`src/rtl/attn_score_sequencer.sv`:
```
// Batch sequencer for the 4-head x 4x4 FP32 score engine.
// Per batch: select the Q/K bank, pulse the engine start, wait for done under a watchdog,
// then drain the 64-entry score register file as a valid/ready stream to softmax.
module attn_score_sequencer #(
  parameter int unsigned NUM_SCORES  = 64,
  parameter int unsigned BATCH_W     = 4,
  parameter int unsigned TMO_W       = 20,
  parameter int unsigned TIMEOUT_CYC = 1_000_000
) (
  input  logic               clk,
  input  logic               rst,
  input  logic               cfg_start,
  input  logic [BATCH_W-1:0] cfg_num_batches,
  input  logic               sw_abort,
  output logic               eng_start,
  output logic [BATCH_W-1:0] eng_bank_sel,
  input  logic               eng_done,
  output logic               score_rd_en,
  output logic [5:0]         score_rd_addr,
  input  logic [31:0]        score_rd_data,
  output logic               out_valid,
  input  logic               out_ready,
  output logic [31:0]        out_data,
  output logic [1:0]         out_head,
  output logic [1:0]         out_row,
  output logic [1:0]         out_col,
  output logic               out_last,
  output logic [BATCH_W-1:0] out_batch,
  output logic               seq_busy,
  output logic               seq_done,
  output logic               timeout_err
);

  localparam int unsigned ADDR_W = 6;
  localparam int unsigned DATA_W = 32;
  localparam logic [ADDR_W-1:0] LAST_ADDR = ADDR_W'(NUM_SCORES - 1);
  localparam logic [TMO_W-1:0]  TMO_LAST  = TMO_W'(TIMEOUT_CYC - 1);

  typedef enum logic [2:0] {
    S_IDLE      = 3'd0,
    S_LAUNCH    = 3'd1,
    S_WAIT_DONE = 3'd2,
    S_RD_ISSUE  = 3'd3,
    S_RD_CAPT   = 3'd4,
    S_OUT_HOLD  = 3'd5
  } state_t;

  state_t              r_state;
  logic [BATCH_W-1:0]  r_batch;
  logic [BATCH_W-1:0]  r_last_batch;
  logic [ADDR_W-1:0]   r_addr;
  logic [TMO_W-1:0]    r_wdog;

  logic                r_eng_start;
  logic [BATCH_W-1:0]  r_bank_sel;
  logic                r_rd_en;
  logic [ADDR_W-1:0]   r_rd_addr;
  logic                r_out_valid;
  logic [DATA_W-1:0]   r_out_data;
  logic [1:0]          r_out_head;
  logic [1:0]          r_out_row;
  logic [1:0]          r_out_col;
  logic                r_out_last;
  logic [BATCH_W-1:0]  r_out_batch;
  logic                r_seq_busy;
  logic                r_seq_done;
  logic                r_timeout_err;

  logic [BATCH_W-1:0]  w_cfg_last_batch;
  logic                w_addr_last;
  logic                w_batch_last;
  logic                w_accept;
  logic                w_wdog_expired;

  // A zero batch count runs a single batch; keep the index of the final batch.
  assign w_cfg_last_batch = (cfg_num_batches == '0) ? '0 : (cfg_num_batches - BATCH_W'(1));
  assign w_addr_last      = (r_addr == LAST_ADDR);
  assign w_batch_last     = (r_batch == r_last_batch);
  assign w_accept         = r_out_valid && out_ready;
  assign w_wdog_expired   = (r_wdog == TMO_LAST);

  // Sequencer FSM; every output is a register updated on entry to the state that owns it.
  always_ff @(posedge clk or negedge rst) begin
    if (!rst) begin
      r_state       <= S_IDLE;
      r_batch       <= '0;
      r_last_batch  <= '0;
      r_addr        <= '0;
      r_wdog        <= '0;
      r_eng_start   <= 1'b0;
      r_bank_sel    <= '0;
      r_rd_en       <= 1'b0;
      r_rd_addr     <= '0;
      r_out_valid   <= 1'b0;
      r_out_data    <= '0;
      r_out_head    <= '0;
      r_out_row     <= '0;
      r_out_col     <= '0;
      r_out_last    <= 1'b0;
      r_out_batch   <= '0;
      r_seq_busy    <= 1'b0;
      r_seq_done    <= 1'b0;
      r_timeout_err <= 1'b0;
    end else begin
      // Single-cycle pulses fall back low unless a transition below raises them.
      r_eng_start <= 1'b0;
      r_rd_en     <= 1'b0;
      r_seq_done  <= 1'b0;

      if (sw_abort) begin
        // Abort wins over everything; the engine keeps running and its done is ignored later.
        r_state     <= S_IDLE;
        r_out_valid <= 1'b0;
        r_seq_busy  <= 1'b0;
      end else begin
        case (r_state)
          S_IDLE: begin
            if (cfg_start) begin
              r_state       <= S_LAUNCH;
              r_last_batch  <= w_cfg_last_batch;
              r_batch       <= '0;
              r_timeout_err <= 1'b0;
              r_eng_start   <= 1'b1;
              r_bank_sel    <= '0;
              r_seq_busy    <= 1'b1;
            end
          end

          S_LAUNCH: begin
            r_wdog  <= '0;
            r_state <= S_WAIT_DONE;
          end

          S_WAIT_DONE: begin
            if (eng_done) begin
              r_state   <= S_RD_ISSUE;
              r_addr    <= '0;
              r_rd_en   <= 1'b1;
              r_rd_addr <= '0;
            end else if (w_wdog_expired) begin
              r_state       <= S_IDLE;
              r_timeout_err <= 1'b1;
              r_seq_busy    <= 1'b0;
            end else begin
              r_wdog <= r_wdog + TMO_W'(1);
            end
          end

          S_RD_ISSUE: begin
            r_state <= S_RD_CAPT;
          end

          S_RD_CAPT: begin
            // Read data is valid now, one cycle after the read enable was sampled.
            r_out_data  <= score_rd_data;
            r_out_head  <= r_addr[5:4];
            r_out_row   <= r_addr[3:2];
            r_out_col   <= r_addr[1:0];
            r_out_last  <= w_addr_last;
            r_out_batch <= r_batch;
            r_out_valid <= 1'b1;
            r_state     <= S_OUT_HOLD;
          end

          S_OUT_HOLD: begin
            if (w_accept) begin
              r_out_valid <= 1'b0;
              if (!w_addr_last) begin
                r_addr    <= r_addr + ADDR_W'(1);
                r_rd_en   <= 1'b1;
                r_rd_addr <= r_addr + ADDR_W'(1);
                r_state   <= S_RD_ISSUE;
              end else if (!w_batch_last) begin
                r_batch     <= r_batch + BATCH_W'(1);
                r_eng_start <= 1'b1;
                r_bank_sel  <= r_batch + BATCH_W'(1);
                r_state     <= S_LAUNCH;
              end else begin
                r_seq_done <= 1'b1;
                r_seq_busy <= 1'b0;
                r_state    <= S_IDLE;
              end
            end
          end

          default: begin
            r_state     <= S_IDLE;
            r_out_valid <= 1'b0;
            r_seq_busy  <= 1'b0;
          end
        endcase
      end
    end
  end

  assign eng_start     = r_eng_start;
  assign eng_bank_sel  = r_bank_sel;
  assign score_rd_en   = r_rd_en;
  assign score_rd_addr = r_rd_addr;
  assign out_valid     = r_out_valid;
  assign out_data      = r_out_data;
  assign out_head      = r_out_head;
  assign out_row       = r_out_row;
  assign out_col       = r_out_col;
  assign out_last      = r_out_last;
  assign out_batch     = r_out_batch;
  assign seq_busy      = r_seq_busy;
  assign seq_done      = r_seq_done;
  assign timeout_err   = r_timeout_err;

endmodule

```
`config.mk`:
```
export PLATFORM = sky130hd
export DESIGN_NAME = attn_score_sequencer
export DESIGN_NICKNAME = d
export VERILOG_FILES = /design/src/rtl/attn_score_sequencer.sv
export SDC_FILE = /design/constraint.sdc
export NUM_CORES = 1
export LEC_CHECK = 0
export CORE_MARGIN = 10
export CORE_UTILIZATION = 40
export CTS_BUF_LIST = sky130_fd_sc_hd__clkbuf_16
export CTS_CLUSTER_SIZE = 40
export DETAILED_ROUTE_END_ITERATION = 12
export GPL_ROUTABILITY_DRIVEN = 0
export PLACE_DENSITY_LB_ADDON = 0.08
export SLEW_MARGIN = 20
export SYNTH_ARGS = -nofsm -noshare
export SYNTH_HDL_FRONTEND = slang
export SYNTH_SLANG_ARGS = --single-unit
```
`constraint.sdc`:
```
create_clock -name clk -period 3.9 [get_ports clk]
set_input_delay 0.585 -clock clk [delete_from_list [all_inputs] [get_ports clk]]
set_output_delay 0.585 -clock clk [all_outputs]
set_load 0.03 [all_outputs]
```
# Word level (Yosys, flattened, before mapping)
# Cells that the tools add are included.
classes:
  mux: 52
  bitwise_logic: 1
  addsub: 4
  eq_ne: 26
  n_reduce_logical: 18
ops:
  columns: ["cell", "count"]
  rows:
  - ["two-way mux 20 bit", 2]
  - ["case mux 20 bit (2 select lines)", 1]
  - ["two-way mux 1 bit", 27]
  - ["adder 20 x 1 -> 20 bit, second input constant", 1]
  - ["== test 20 bit, second input constant", 1]
  - ["two-way mux 4 bit", 5]
  - ["two-way mux 6 bit", 3]
  - ["!= test 2 bit, second input constant", 9]
  - ["!= test 3 bit, second input constant", 6]
  - ["case mux 3 bit (6 select lines)", 1]
  - ["two-way mux 3 bit", 5]
  - ["case mux 6 bit (2 select lines)", 1]
  - ["AND reduction 5 bit", 2]
  - ["case mux 4 bit (2 select lines)", 1]
  - ["nonzero test 2 bit", 4]
  - ["AND reduction 7 bit", 1]
  - ["adder 6 x 1 -> 6 bit, second input constant", 1]
  - ["== test 3 x 2 -> 1 bit, second input constant", 2]
  - ["== test 3 bit, second input constant", 2]
  - ["== test 6 bit, second input constant", 1]
  - ["case mux 1 bit (2 select lines)", 3]
  - ["AND reduction 3 bit", 2]
  - ["AND reduction 6 bit", 1]
  - ["adder 4 x 1 -> 4 bit, second input constant", 1]
  - ["16 further kinds", 18]
totals:
  reg_bits: 86
  inputBits: 42
  output_inout_bits: 59

# Depth between registers and ports, before layout
# Gate-level depths: netlist of the first run.
depth:
  depth_word: 6
  mapped_depth: 8
  ltp_nobuf: 6

# Worst setup path before layout of the first run
# OpenSTA, ideal clock, no wires.
synth_timing:
  kind: "in2reg"
  start: "in sw_abort"
  end: "reg r_wdog[9]"
  required_ns: 3.822
  arrival_ns: 1.970
  path_slack_ns: 1.852
  setup_time_ns: 0.078
  path_stages: 6
  path_buffers: 1
  cell_sequence: "clkbuf_1 > nor2_1 > a21boi_4 > o21ai_2 > or4_1 > a21oi_1"
synth_between:
  elab_chain_len: 2
synth_lines:
  columns: ["element", "line", "rtl"]
  rows:
  - ["start, declared", "14", "input logic sw_abort,"]
  - ["NOT 1 bit (no line)", null, null]
  - ["AND reduction 4 bit (no line)", null, null]
  - ["end signal, assigned", "145", "r_wdog <= r_wdog + TMO_W'(1);"]
  - ["end, declared", "52", "logic [TMO_W-1:0] r_wdog;"]
# Every way passes these cells.
# A chain may end at the register's enable or synchronous reset.

# Worst setup path after layout of the first run
layout_timing:
  start: "in eng_done"
  end: "reg r_wdog[10]"
layout_between:
  elab_chain_len: 2
layout_lines:
  columns: ["element", "line", "rtl"]
  rows:
  - ["start, declared", "17", "input logic eng_done,"]
  - ["!= test 2 bit (no line)", null, null]
  - ["AND reduction 4 bit (no line)", null, null]
# Every way passes these cells.

==> summary.md, run 1 <==
| Metric | Value |
|---|---|
| Register-to-Register Setup Slack | `approximately 1.5 ns` |
| WP data arrival | `2.71 ns` |
| Initial antenna violation count | `0` |
| Sequential area share after synthesis | `0.530` |
| Count of mapped cells out of synthesis | `373` |
| Power Dens Cells | `around 640 mW/mm²` |
| Layer with the highest usage after global routing | `met2` |
| I/O pin cnt | `around 100` |
| Relative max-transition margin | `0.382` |
| Starting Density | `0.413` |
| Average wire per cell in the routed design | `approximately 17 µm` |
| Startpoint of the most critical register-to-register path | `r_state[0]` |
| Max Transition Viols Final | `0` |
| Max frequency | `406 MHz` |
| Setup repair after global routing missed its margin | `false` |
| Clock buffer count from CTS | `9` |
| Total die area | `0.0146 mm²` |
| Series of cell instances along the critical path | `clkdlybuf4s50_1 > or3b_4 > a21boi_4 > o21ai_2 > or4_1 > a21oi_1` |
| Routed WL | `10200 µm` |
| Count of hold-fix buffers inserted at cts | `0` |
| Clock sink count | `86` |
| Final critical-path share of the clock period | `0.631` |
| Final count of negative-setup-slack endpoints | `0` |
| Origin of the worst setup path | `eng_done` |
| PnR Total Power | `0.00349 W` |
| Synth Net Count | `between 400 and 500` |
| Max-cap check violation count | `0` |
| Count of flip-flops with a built-in enable after synthesis | `0` |
| Share of layout cells above drive strength 1 | `0.147` |
| Final antenna diode count | `0` |
| Source-to-sink clock delay at the later pin of the worst-skew pair | `0.33 ns` |
| Largest net degree at the start of global routing | `72` |
| Kind of critical path | `input pin to flip-flop` |
| Type of element capturing the critical path | `flip-flop` |
| CORE AREA | `between 0.009 and 0.01 mm²` |
| Vias | `between 3000 and 4000` |
| Clock tree from TritonCTS | `done` |
| Site row count | `36` |
| Setup Skew | `roughly 0.0085 ns` |
| Total number of yosys warnings | `0` |
| Crit-path max cell delay | `~0.50 ns` |
| Number of DRC markers after the initial detailed-route iteration | `156` |
| Number of nets in the layout | `518` |
| Maximum fanout count along the critical path | `15` |
| Required time worst endpoint | `4.15 ns` |
| Fill cell count | `a little under 900` |
| Cell area after synthesis | `0.00406 mm²` |
| Number of instances resized during post-cts repair | `0` |
| DRC violations left | `0` |
| H-tree levels | `3` |
| Worst-margin pin slew | `0.918 ns` |
| Clock Pin Slew Worst Setup and Hold Paths | `0.06 ns` |
| Async set or reset register ratio after synthesis | `1.00` |
| Met1 demand-to-capacity share in global routing | `0.171` |
| Via count of the first global-routing pass | `roughly 3200` |
| Critical Path Sink | `r_wdog[10]` |
| CP Launch Type | `input pin` |
| Reg-to-reg critical path endpoint | `score_rd_addr[5]` |
| Half-perimeter wire length of the detailed placement result | `roughly 7400 µm` |
| Final hold violation count | `0` |
| DR pass1 iterations | `4` |
| Worst reg2reg path depth | `5` |
| IR drop worst, VDD | `about 400 µV` |
| Worst-path cell with the longest stage delay | `sky130_fd_sc_hd__or4_1` |
| Number of buffers inserted by post-CTS setup repair | `0` |
| Layout area overhead | `35.0%` |
| Met2 track demand over resource in global routing | `0.233` |
| Tot GR Track Use | `0.141` |
| Per-cell via count in the routed design | `5.25` |
| Count of input and output buffers | `100` |
| Total negative setup slack | `0 ns` |
| Height of the die | `121 µm` |
| Worst-case clock buffer depth | `2` |
| Result of the run | `complete, no violations` |
| Global-route wire length before repair | `16700 µm` |
| Root buffer cell | `sky130_fd_sc_hd__clkbuf_16` |
| Routing usage on met3 | `0.0493` |
| Number of register bits inferred by synthesis | `86` |
| Mean post-synth cell area | `10.9 µm²` |
| Worst Hold Class | `input pin to async pin` |
| Final ANT Viol Nets | `0` |
| Synth unique cells | `50` |
| Most used flip-flop cell after synthesis | `sky130_fd_sc_hd__dfrtp_1` |
| Total leakage power | `2.29 nW` |
| Tmin final | `2.46 ns` |
| Global route total overflow | `0` |
| Horizontal extent of the die | `121 µm` |
[cell usage in the layout, fill, tap and decap left out, types with 2 or more instances in the layout]
master,n
sky130_fd_sc_hd__and4_1,2
sky130_fd_sc_hd__or3_1,5
sky130_fd_sc_hd__clkbuf_16,9
sky130_fd_sc_hd__and2_1,2
sky130_fd_sc_hd__nor2_1,25
sky130_fd_sc_hd__inv_6,2
sky130_fd_sc_hd__a21oi_1,18
sky130_fd_sc_hd__nand2_1,26
sky130_fd_sc_hd__o21a_1,2
sky130_fd_sc_hd__a311o_1,2
sky130_fd_sc_hd__mux2_2,43
sky130_fd_sc_hd__o31a_1,2
sky130_fd_sc_hd__or4_1,7
sky130_fd_sc_hd__nor2b_1,4
sky130_fd_sc_hd__nor4_1,3
sky130_fd_sc_hd__a31oi_1,3
sky130_fd_sc_hd__xnor2_1,3
sky130_fd_sc_hd__o21ai_0,19
sky130_fd_sc_hd__o22ai_1,2
sky130_fd_sc_hd__a211oi_1,3
sky130_fd_sc_hd__inv_1,14
sky130_fd_sc_hd__nand4_1,12
sky130_fd_sc_hd__nand2b_1,4
sky130_fd_sc_hd__nor3_1,10
sky130_fd_sc_hd__xor2_1,9
sky130_fd_sc_hd__buf_4,6
sky130_fd_sc_hd__and3_1,3
sky130_fd_sc_hd__nand3_1,19
sky130_fd_sc_hd__o31ai_1,8
sky130_fd_sc_hd__clkdlybuf4s50_1,99
sky130_fd_sc_hd__dfrtp_1,86
sky130_fd_sc_hd__ha_1,3
[per-layer routing]
layer	up-vias	routed length [µm]
met5	-	0
met4	0	83
met3	6	579
met2	67	5170
met1	1567	4360
li1	1560	-
[per-stage QoR]
| stage | setup WS (ns) | std cells | instance area (µm²) | hold WS, ns | util |
|---|---|---|---|---|---|
| floorplan | 1.85 | 373 | 4060 | 0.289 | - |
| global placement | 1.18 | 595 | 5190 | 0.481 | 0.529 |
| detailed placement | 1.12 | 595 | 5190 | 0.492 | 0.529 |
| CTS | 1.47 | 610 | 5480 | 0.422 | 0.558 |
| global route | 1.31 | 610 | 5480 | 0.452 | 0.558 |
| finish | 1.44 | 610 | 5480 | 0.383 | 0.558 |
[flip-flops by register name, indices dropped and copies added, names as in the netlist, 3 cells and up]
register	count
out_data	32
r_wdog	20
score_rd_addr	6
eng_bank_sel	4
out_batch	4
r_last_batch	4
r_state	3
[cell families (layout without fill, tap and decap cells)]
family | Yosys count | in the layout | synth area share
buffers and inverters | 29 | 133 | 0.0311
multiplexers | 43 | 43 | 0.119
adder cells (fa/ha/maj) | 3 | 3 | 0.00925
flip-flops | 86 | 86 | 0.530
XOR/XNOR | 12 | 12 | 0.0259
AND/OR/NAND/NOR | 131 | 131 | 0.174
AO/OA/AOI/OAI | 69 | 69 | 0.110
[power breakdown]
part / total, W / internal, W / leakage [nW] / switching (W)
Clock: 0.000838 / 0.000493 / 0.141 / 0.000345
Sequential: 0.00130 / 0.00113 / 1.13 / 0.000175
Combinational: 0.00135 / 0.000604 / 1.02 / 0.000745
Total: 0.00349 / 0.00223 / 2.29 / 0.00127
[worst max-delay path, delay by kind of cell]
family          cells  cell delay [ns]
buf+inv             1             0.49
compound gates      3             0.69
simple gates        2             0.92
[cell usage after synthesis (2+ instances only)]
library cell,count,area (µm²)
sky130_fd_sc_hd__o22ai_1,2,12.5
sky130_fd_sc_hd__and4_1,2,17.5
sky130_fd_sc_hd__nor2_1,25,93.8
sky130_fd_sc_hd__o21a_1,2,15.0
sky130_fd_sc_hd__a211oi_1,3,22.5
sky130_fd_sc_hd__nand3_1,19,95.1
sky130_fd_sc_hd__mux2_2,43,484
sky130_fd_sc_hd__nand2b_1,4,25.0
sky130_fd_sc_hd__dfrtp_1,86,2150
sky130_fd_sc_hd__o21ai_0,19,95.1
sky130_fd_sc_hd__nand2_1,26,97.6
sky130_fd_sc_hd__a31oi_1,3,18.8
sky130_fd_sc_hd__buf_2,8,40.0
sky130_fd_sc_hd__a311o_1,2,20.0
sky130_fd_sc_hd__a21oi_1,18,90.1
sky130_fd_sc_hd__clkbuf_1,7,26.3
sky130_fd_sc_hd__o31a_1,2,17.5
sky130_fd_sc_hd__or3_1,5,31.3
sky130_fd_sc_hd__or4_1,7,52.6
sky130_fd_sc_hd__o31ai_1,8,60.1
sky130_fd_sc_hd__xor2_1,9,78.8
sky130_fd_sc_hd__nor3_1,10,50.1
sky130_fd_sc_hd__nor2b_1,4,25.0
sky130_fd_sc_hd__inv_1,13,48.8
sky130_fd_sc_hd__ha_1,3,37.5
sky130_fd_sc_hd__and3_1,3,18.8
sky130_fd_sc_hd__xnor2_1,3,26.3
sky130_fd_sc_hd__and2_1,2,12.5
sky130_fd_sc_hd__nor4_1,3,18.8
sky130_fd_sc_hd__nand4_1,12,75.1
[layout make-up]
class	instances	area (µm²)	area share
clock buffers	9	225	0.0411
well taps	133	166	0.0304
repair buffers	105	1040	0.189
multi-input cells	258	1790	0.326
inverters	13	48.8	0.00891
flip-flops and latches	86	2150	0.393
clock inverters	6	62.6	0.0114
[worst min-delay path by stage]
stage                    start               to  slack [ns]  cells past startpoint
6_report                   rst       r_wdog[13]        0.38                      1
4_1_cts                    rst       r_wdog[13]        0.42                      1
3_3_place_gp   r_last_batch[2]  r_last_batch[2]        0.48                      1
3_5_place_dp   r_last_batch[2]  r_last_batch[2]        0.49                      1
2_1_floorplan              rst  eng_bank_sel[0]        0.29                      0
5_1_grt                    rst       r_wdog[14]        0.45                      1
No activity file was read; power rests on OpenSTA's default activity.
==> run 2: changes to the inputs <==
==> constraint.sdc (replaced) <==
create_clock -name clk -period 2.1 [get_ports clk]
set_input_delay 0.315 -clock clk [delete_from_list [all_inputs] [get_ports clk]]
set_output_delay 0.315 -clock clk [all_outputs]
set_load 0.03 [all_outputs]
==> summary.md, run 2 (same netlist as run 1, synthesis figures left out) <==
| Metric | Value |
|---|---|
| Result of the run | `complete, no violations` |
| Root buffer cell | `sky130_fd_sc_hd__clkbuf_16` |
| Reg-to-reg critical path endpoint | `r_wdog[8]` |
| Clock sink count | `between 80 and 90` |
| Clock Pin Slew Worst Setup and Hold Paths | `0.06 ns` |
| Register-to-Register Setup Slack | `0.08 ns` |
| DRC violations left | `0` |
| Global-route wire length before repair | `17600 µm` |
| Max frequency | `between 400 and 500 MHz` |
| IR drop worst, VDD | `594 µV` |
| Fill cell count | `878` |
| Setup Skew | `0.00437 ns` |
| Origin of the worst setup path | `r_wdog[13]` |
| Maximum fanout count along the critical path | `7` |
| Initial antenna violation count | `0` |
| Relative max-transition margin | `0.677` |
| Worst-case clock buffer depth | `2` |
| Max-cap check violation count | `0` |
| Per-cell via count in the routed design | `5.18` |
| Required time worst endpoint | `2.32 ns` |
| Max Transition Viols Final | `0` |
| Largest net degree at the start of global routing | `44` |
| Routed WL | `10500 µm` |
| Clock buffer count from CTS | `9` |
| CP Launch Type | `flip-flop` |
| Final antenna diode count | `0` |
| Startpoint of the most critical register-to-register path | `r_wdog[13]` |
| Final critical-path share of the clock period | `0.962` |
| Height of the die | `~120 µm` |
| DR pass1 iterations | `4` |
| Number of DRC markers after the initial detailed-route iteration | `140` |
| Tot GR Track Use | `0.147` |
| Critical Path Sink | `r_wdog[8]` |
| Source-to-sink clock delay at the later pin of the worst-skew pair | `approximately 0.33 ns` |
| H-tree levels | `3` |
| Kind of critical path | `flip-flop to flip-flop` |
| Vias | `3331` |
| Total die area | `0.0146 mm²` |
| Final ANT Viol Nets | `0` |
| Site row count | `36` |
| Setup repair after global routing missed its margin | `false` |
| Share of layout cells above drive strength 1 | `0.204` |
| Worst-margin pin slew | `0.481 ns` |
| Worst Hold Class | `input pin to async pin` |
| Power Dens Cells | `about 1100 mW/mm²` |
| Tmin final | `~2 ns` |
| Worst reg2reg path depth | `6` |
| Top library cells by usage in the layout, fill and taps aside | `99 x sky130_fd_sc_hd__clkdlybuf4s50_1, 85 x sky130_fd_sc_hd__dfrtp_1, 43 x sky130_fd_sc_hd__mux2_2` |
| Worst slack on hold paths | `0.457 ns` |
| Layout area overhead | `42.1%` |
| Clock tree from TritonCTS | `done` |
| Horizontal extent of the die | `121 µm` |
| Largest register FFs | `32` |
| Global route total overflow | `0` |
| Starting Density | `0.413` |
| Final count of negative-setup-slack endpoints | `0` |
| Number of nets in the layout | `552` |
| Final hold violation count | `0` |
| I/O pin cnt | `just over 100` |
| Count of input and output buffers | `100` |
| CORE AREA | `0.00982 mm²` |
| WP data arrival | `2.24 ns` |
| Number of buffers inserted by post-CTS setup repair | `0` |
| Via count of the first global-routing pass | `3487` |
| PnR Total Power | `~0.0066 W` |
| Type of element capturing the critical path | `flip-flop` |
| Leading cell type in the layout, fill and taps excluded | `sky130_fd_sc_hd__clkdlybuf4s50_1` |
| Average wire per cell in the routed design | `16.3 µm` |
| Total leakage power | `2.46 nW` |
| Half-perimeter wire length of the detailed placement result | `between 7000 and 8000 µm` |
run 2: worst min-delay path by stage:
| stage | end | depth (start not counted) |
|---|---|---|
| finish | r_wdog[0] | 2 |
| global route | r_wdog[0] | 2 |
| CTS | r_wdog[0] | 2 |
| detailed placement | r_wdog[0] | 1 |
| global placement | r_wdog[0] | 1 |
| floorplan | eng_bank_sel[0] | 0 |
run 2: layout make-up:
type | instances | area, µm² | area share
Sequential cell | 86 | 2150 | 0.373
Multi-Input combinational cell | 258 | 1800 | 0.312
Timing Repair Buffer | 139 | 1320 | 0.229
Clock buffer | 9 | 225 | 0.0391
Tap cell | 133 | 166 | 0.0289
Clock inverter | 5 | 53.8 | 0.00933
Inverter | 13 | 48.8 | 0.00846
run 2: per-stage QoR:
stage	instances	setup slack, ns	cell area, µm²	TNS (ns)	utilization
global placement	628	-0.0531	5460	-0.124	0.556
floorplan	373	0.0854	4060	0	-
global route	643	0.00567	5770	0	0.587
detailed placement	628	-0.0709	5460	-0.187	0.556
CTS	643	0.0135	5750	0	0.586
finish	643	0.0798	5770	0	0.587
run 2: worst max-delay path: stages, from the launching register on:
cell and delay [ns]:
sky130_fd_sc_hd__dfrtp_1 0.38, sky130_fd_sc_hd__or4_1 0.56, sky130_fd_sc_hd__a311o_1 0.35, sky130_fd_sc_hd__o21ai_4 0.23, sky130_fd_sc_hd__buf_4 0.17, sky130_fd_sc_hd__nor4_1 0.04
sky130_fd_sc_hd__o21a_1 0.17
run 2: what timing repair did:
| item | 4_1_cts | 5_1_grt |
|---|---|---|
| gates resized for setup | 0 | 3 |
| setup endpoints to repair | 0 | 11 |
| endpoints found under the hold margin | 30 | 0 |
| hold buffers | 1 | 0 |
run 2: routing by layer:
metal,share of wire,vias to the layer above,GRT usage,wire length (µm)
met5,0,-,0,0
met4,0.019,0,0.0626,204
met3,0.048,15,0.0382,508
met2,0.49,75,0.242,5190
met1,0.44,1612,0.178,4580
li1,-,1629,-,-
run 2: report_power, final:
group	leakage, nW	internal [W]	switching, W
registers	1.13	0.00210	0.000280
logic	1.20	0.00123	0.00146
clock network	0.136	0.000902	0.000628
==> run 3: changes to the inputs <==
==> constraint.sdc (replaced) <==
create_clock -name clk -period 2.13 [get_ports clk]
set_input_delay 0.3195 -clock clk [delete_from_list [all_inputs] [get_ports clk]]
set_output_delay 0.3195 -clock clk [all_outputs]
set_load 0.03 [all_outputs]
==> summary.md, run 3 (same netlist as run 1, synthesis figures left out) <==
| Metric | Value |
|---|---|
| Top library cells by usage in the layout, fill and taps aside | `99 x sky130_fd_sc_hd__clkdlybuf4s50_1, 86 x sky130_fd_sc_hd__dfrtp_1, 43 x sky130_fd_sc_hd__mux2_2` |
| Clock sink count | `86` |
| IR drop worst, VDD | `around 670 µV` |
| Global route total overflow | `0` |
| Layout area overhead | `42.3%` |
| Count of input and output buffers | `100` |
| CP Launch Type | `flip-flop` |
| Tmin final | `slightly above 2 ns` |
| Clock buffer count from CTS | `9` |
| Setup repair after global routing missed its margin | `false` |
| Share of layout cells above drive strength 1 | `0.208` |
| Source-to-sink clock delay at the later pin of the worst-skew pair | `0.33 ns` |
| DRC violations left | `0` |
| Final ANT Viol Nets | `0` |
| Largest net degree at the start of global routing | `between 40 and 50` |
| Number of standard cells in the final layout excluding fillers | `642` |
| Worst-margin pin slew | `0.577 ns` |
| Final antenna diode count | `0` |
| Total die area | `0.0146 mm²` |
| Origin of the worst setup path | `r_wdog[13]` |
| Largest register FFs | `32` |
| Initial antenna violation count | `0` |
| PnR Total Power | `0.00667 W` |
| Required time worst endpoint | `2.35 ns` |
| DR pass1 iterations | `4` |
| Power share of the sequential group | `0.351` |
| WP data arrival | `2.25 ns` |
| Setup Skew | `0.00440 ns` |
| Total leakage power | `2.46 nW` |
| Via count of the first global-routing pass | `3444` |
| Maximum fanout count along the critical path | `7` |
| Clock tree from TritonCTS | `done` |
| Vias | `3344` |
| H-tree levels | `3` |
| Starting Density | `0.413` |
| Horizontal extent of the die | `around 120 µm` |
| Kind of critical path | `flip-flop to flip-flop` |
| Combinational Power Share | `0.398` |
| Worst slack on hold paths | `-0.0276 ns` |
| Design internal power | `between 0.004 and 0.005 W` |
| Clock Pin Slew Worst Setup and Hold Paths | `0.06 ns` |
| Worst-case clock buffer depth | `2` |
| Final hold violation count | `15` |
| Switching Power | `0.00236 W` |
| Type of element capturing the critical path | `flip-flop` |
| Root buffer cell | `sky130_fd_sc_hd__clkbuf_16` |
| Final critical-path share of the clock period | `0.954` |
| Half-perimeter wire length of the detailed placement result | `7850 µm` |
| Routed WL | `10400 µm` |
| Switching part of the total | `0.354` |
| Number of DRC markers after the initial detailed-route iteration | `146` |
| Leading cell type in the layout, fill and taps excluded | `sky130_fd_sc_hd__clkdlybuf4s50_1` |
| Final count of negative-setup-slack endpoints | `0` |
| CORE AREA | `0.00982 mm²` |
| Count of hold-fix buffers inserted at cts | `0` |
| Tot GR Track Use | `0.143` |
| Global-route wire length before repair | `between 15000 and 20000 µm` |
| Max Transition Viols Final | `0` |
| Max frequency | `492 MHz` |
| Failing checks | `hold timing` |
| Result of the run | `complete, but fails checks` |
| Worst Hold Class | `input pin to async pin` |
| Cell count after placement | `roughly 620` |
| Max-cap check violation count | `0` |
| Average wire per cell in the routed design | `around 16 µm` |
| Power Dens Cells | `1160 mW/mm²` |
| Height of the die | `121 µm` |
| Site row count | `36` |
| Relative max-transition margin | `0.615` |
| I/O pin cnt | `101` |
| Number of nets in the layout | `549` |
| Startpoint of the most critical register-to-register path | `r_wdog[13]` |
| Per-cell via count in the routed design | `~5.2` |
| Clock group share of total power | `0.251` |
-- run 3: stage by stage --
stage | util | hold slack (ns) | TNS [ns] | instance area [µm²] | setup WS [ns]
after floorplan | - | 0.0239 | 0 | 4060 | 0.115
final | 0.588 | -0.0276 | 0 | 5780 | 0.0986
after detailed placement | 0.552 | 0.364 | -0.168 | 5420 | -0.0626
after global routing | 0.588 | 0.0169 | 0 | 5780 | 0.0293
after CTS | 0.585 | 0.00962 | 0 | 5740 | 0.0137
after global placement | 0.552 | 0.362 | -0.0585 | 5420 | -0.0299
-- run 3: area by class of cell --
| type | instances | area (µm²) |
|---|---|---|
| clock inverter | 7 | 95.1 |
| tap | 133 | 166 |
| clock buffer | 9 | 225 |
| inverter | 13 | 48.8 |
| sequential | 86 | 2150 |
| fill | 889 | 4040 |
| multi-input combinational | 258 | 1810 |
| timing repair buffer | 136 | 1280 |
-- run 3: what timing repair did --
item / in CTS / in global routing
buffers inserted: 0 / 2
resized for setup: 0 / 4
hold endpoints to repair: 0 / 0
endpoints found under the setup margin: 0 / 9
-- run 3: metal layers --
metal | vias up | routed length [µm] | track usage
met5 | - | 0 | 0
met4 | 0 | 119 | 0.0452
met3 | 11 | 530 | 0.0396
met2 | 67 | 5340 | 0.247
met1 | 1644 | 4380 | 0.167
li1 | 1622 | - | -
-- run 3: worst max-delay path, cell delays in order, from the launching register on --
cell	delay, ns
sky130_fd_sc_hd__dfrtp_1	0.41
sky130_fd_sc_hd__or4_4	0.55
sky130_fd_sc_hd__a311o_1	0.34
sky130_fd_sc_hd__o21ai_4	0.24
sky130_fd_sc_hd__buf_4	0.16
sky130_fd_sc_hd__nor4_1	0.04
sky130_fd_sc_hd__o21a_1	0.17
-- run 3: worst paths after layout --
check	slack, ns	end	cells after the start
setup / recovery	0.1	r_wdog[8]	6
hold / removal	-0.03	r_wdog[0]	1
setup reg to reg	0.1	r_wdog[8]	6
hold reg to reg	0.50	r_last_batch[3]	2
max in group asynchronous	1.47	r_state[1]	2
min in group clk	0.50	r_last_batch[3]	2
-- run 3: power by group through the flow --
stage	registers, W	clock network (W)	logic [W]
floorplan	0.00307	0	0.000769
detailed placement	0.00238	0	0.00268
CTS	0.00235	0.00171	0.00269
global route	0.00242	0.00177	0.00283
global placement	0.00235	0	0.00265
finish	0.00234	0.00168	0.00265
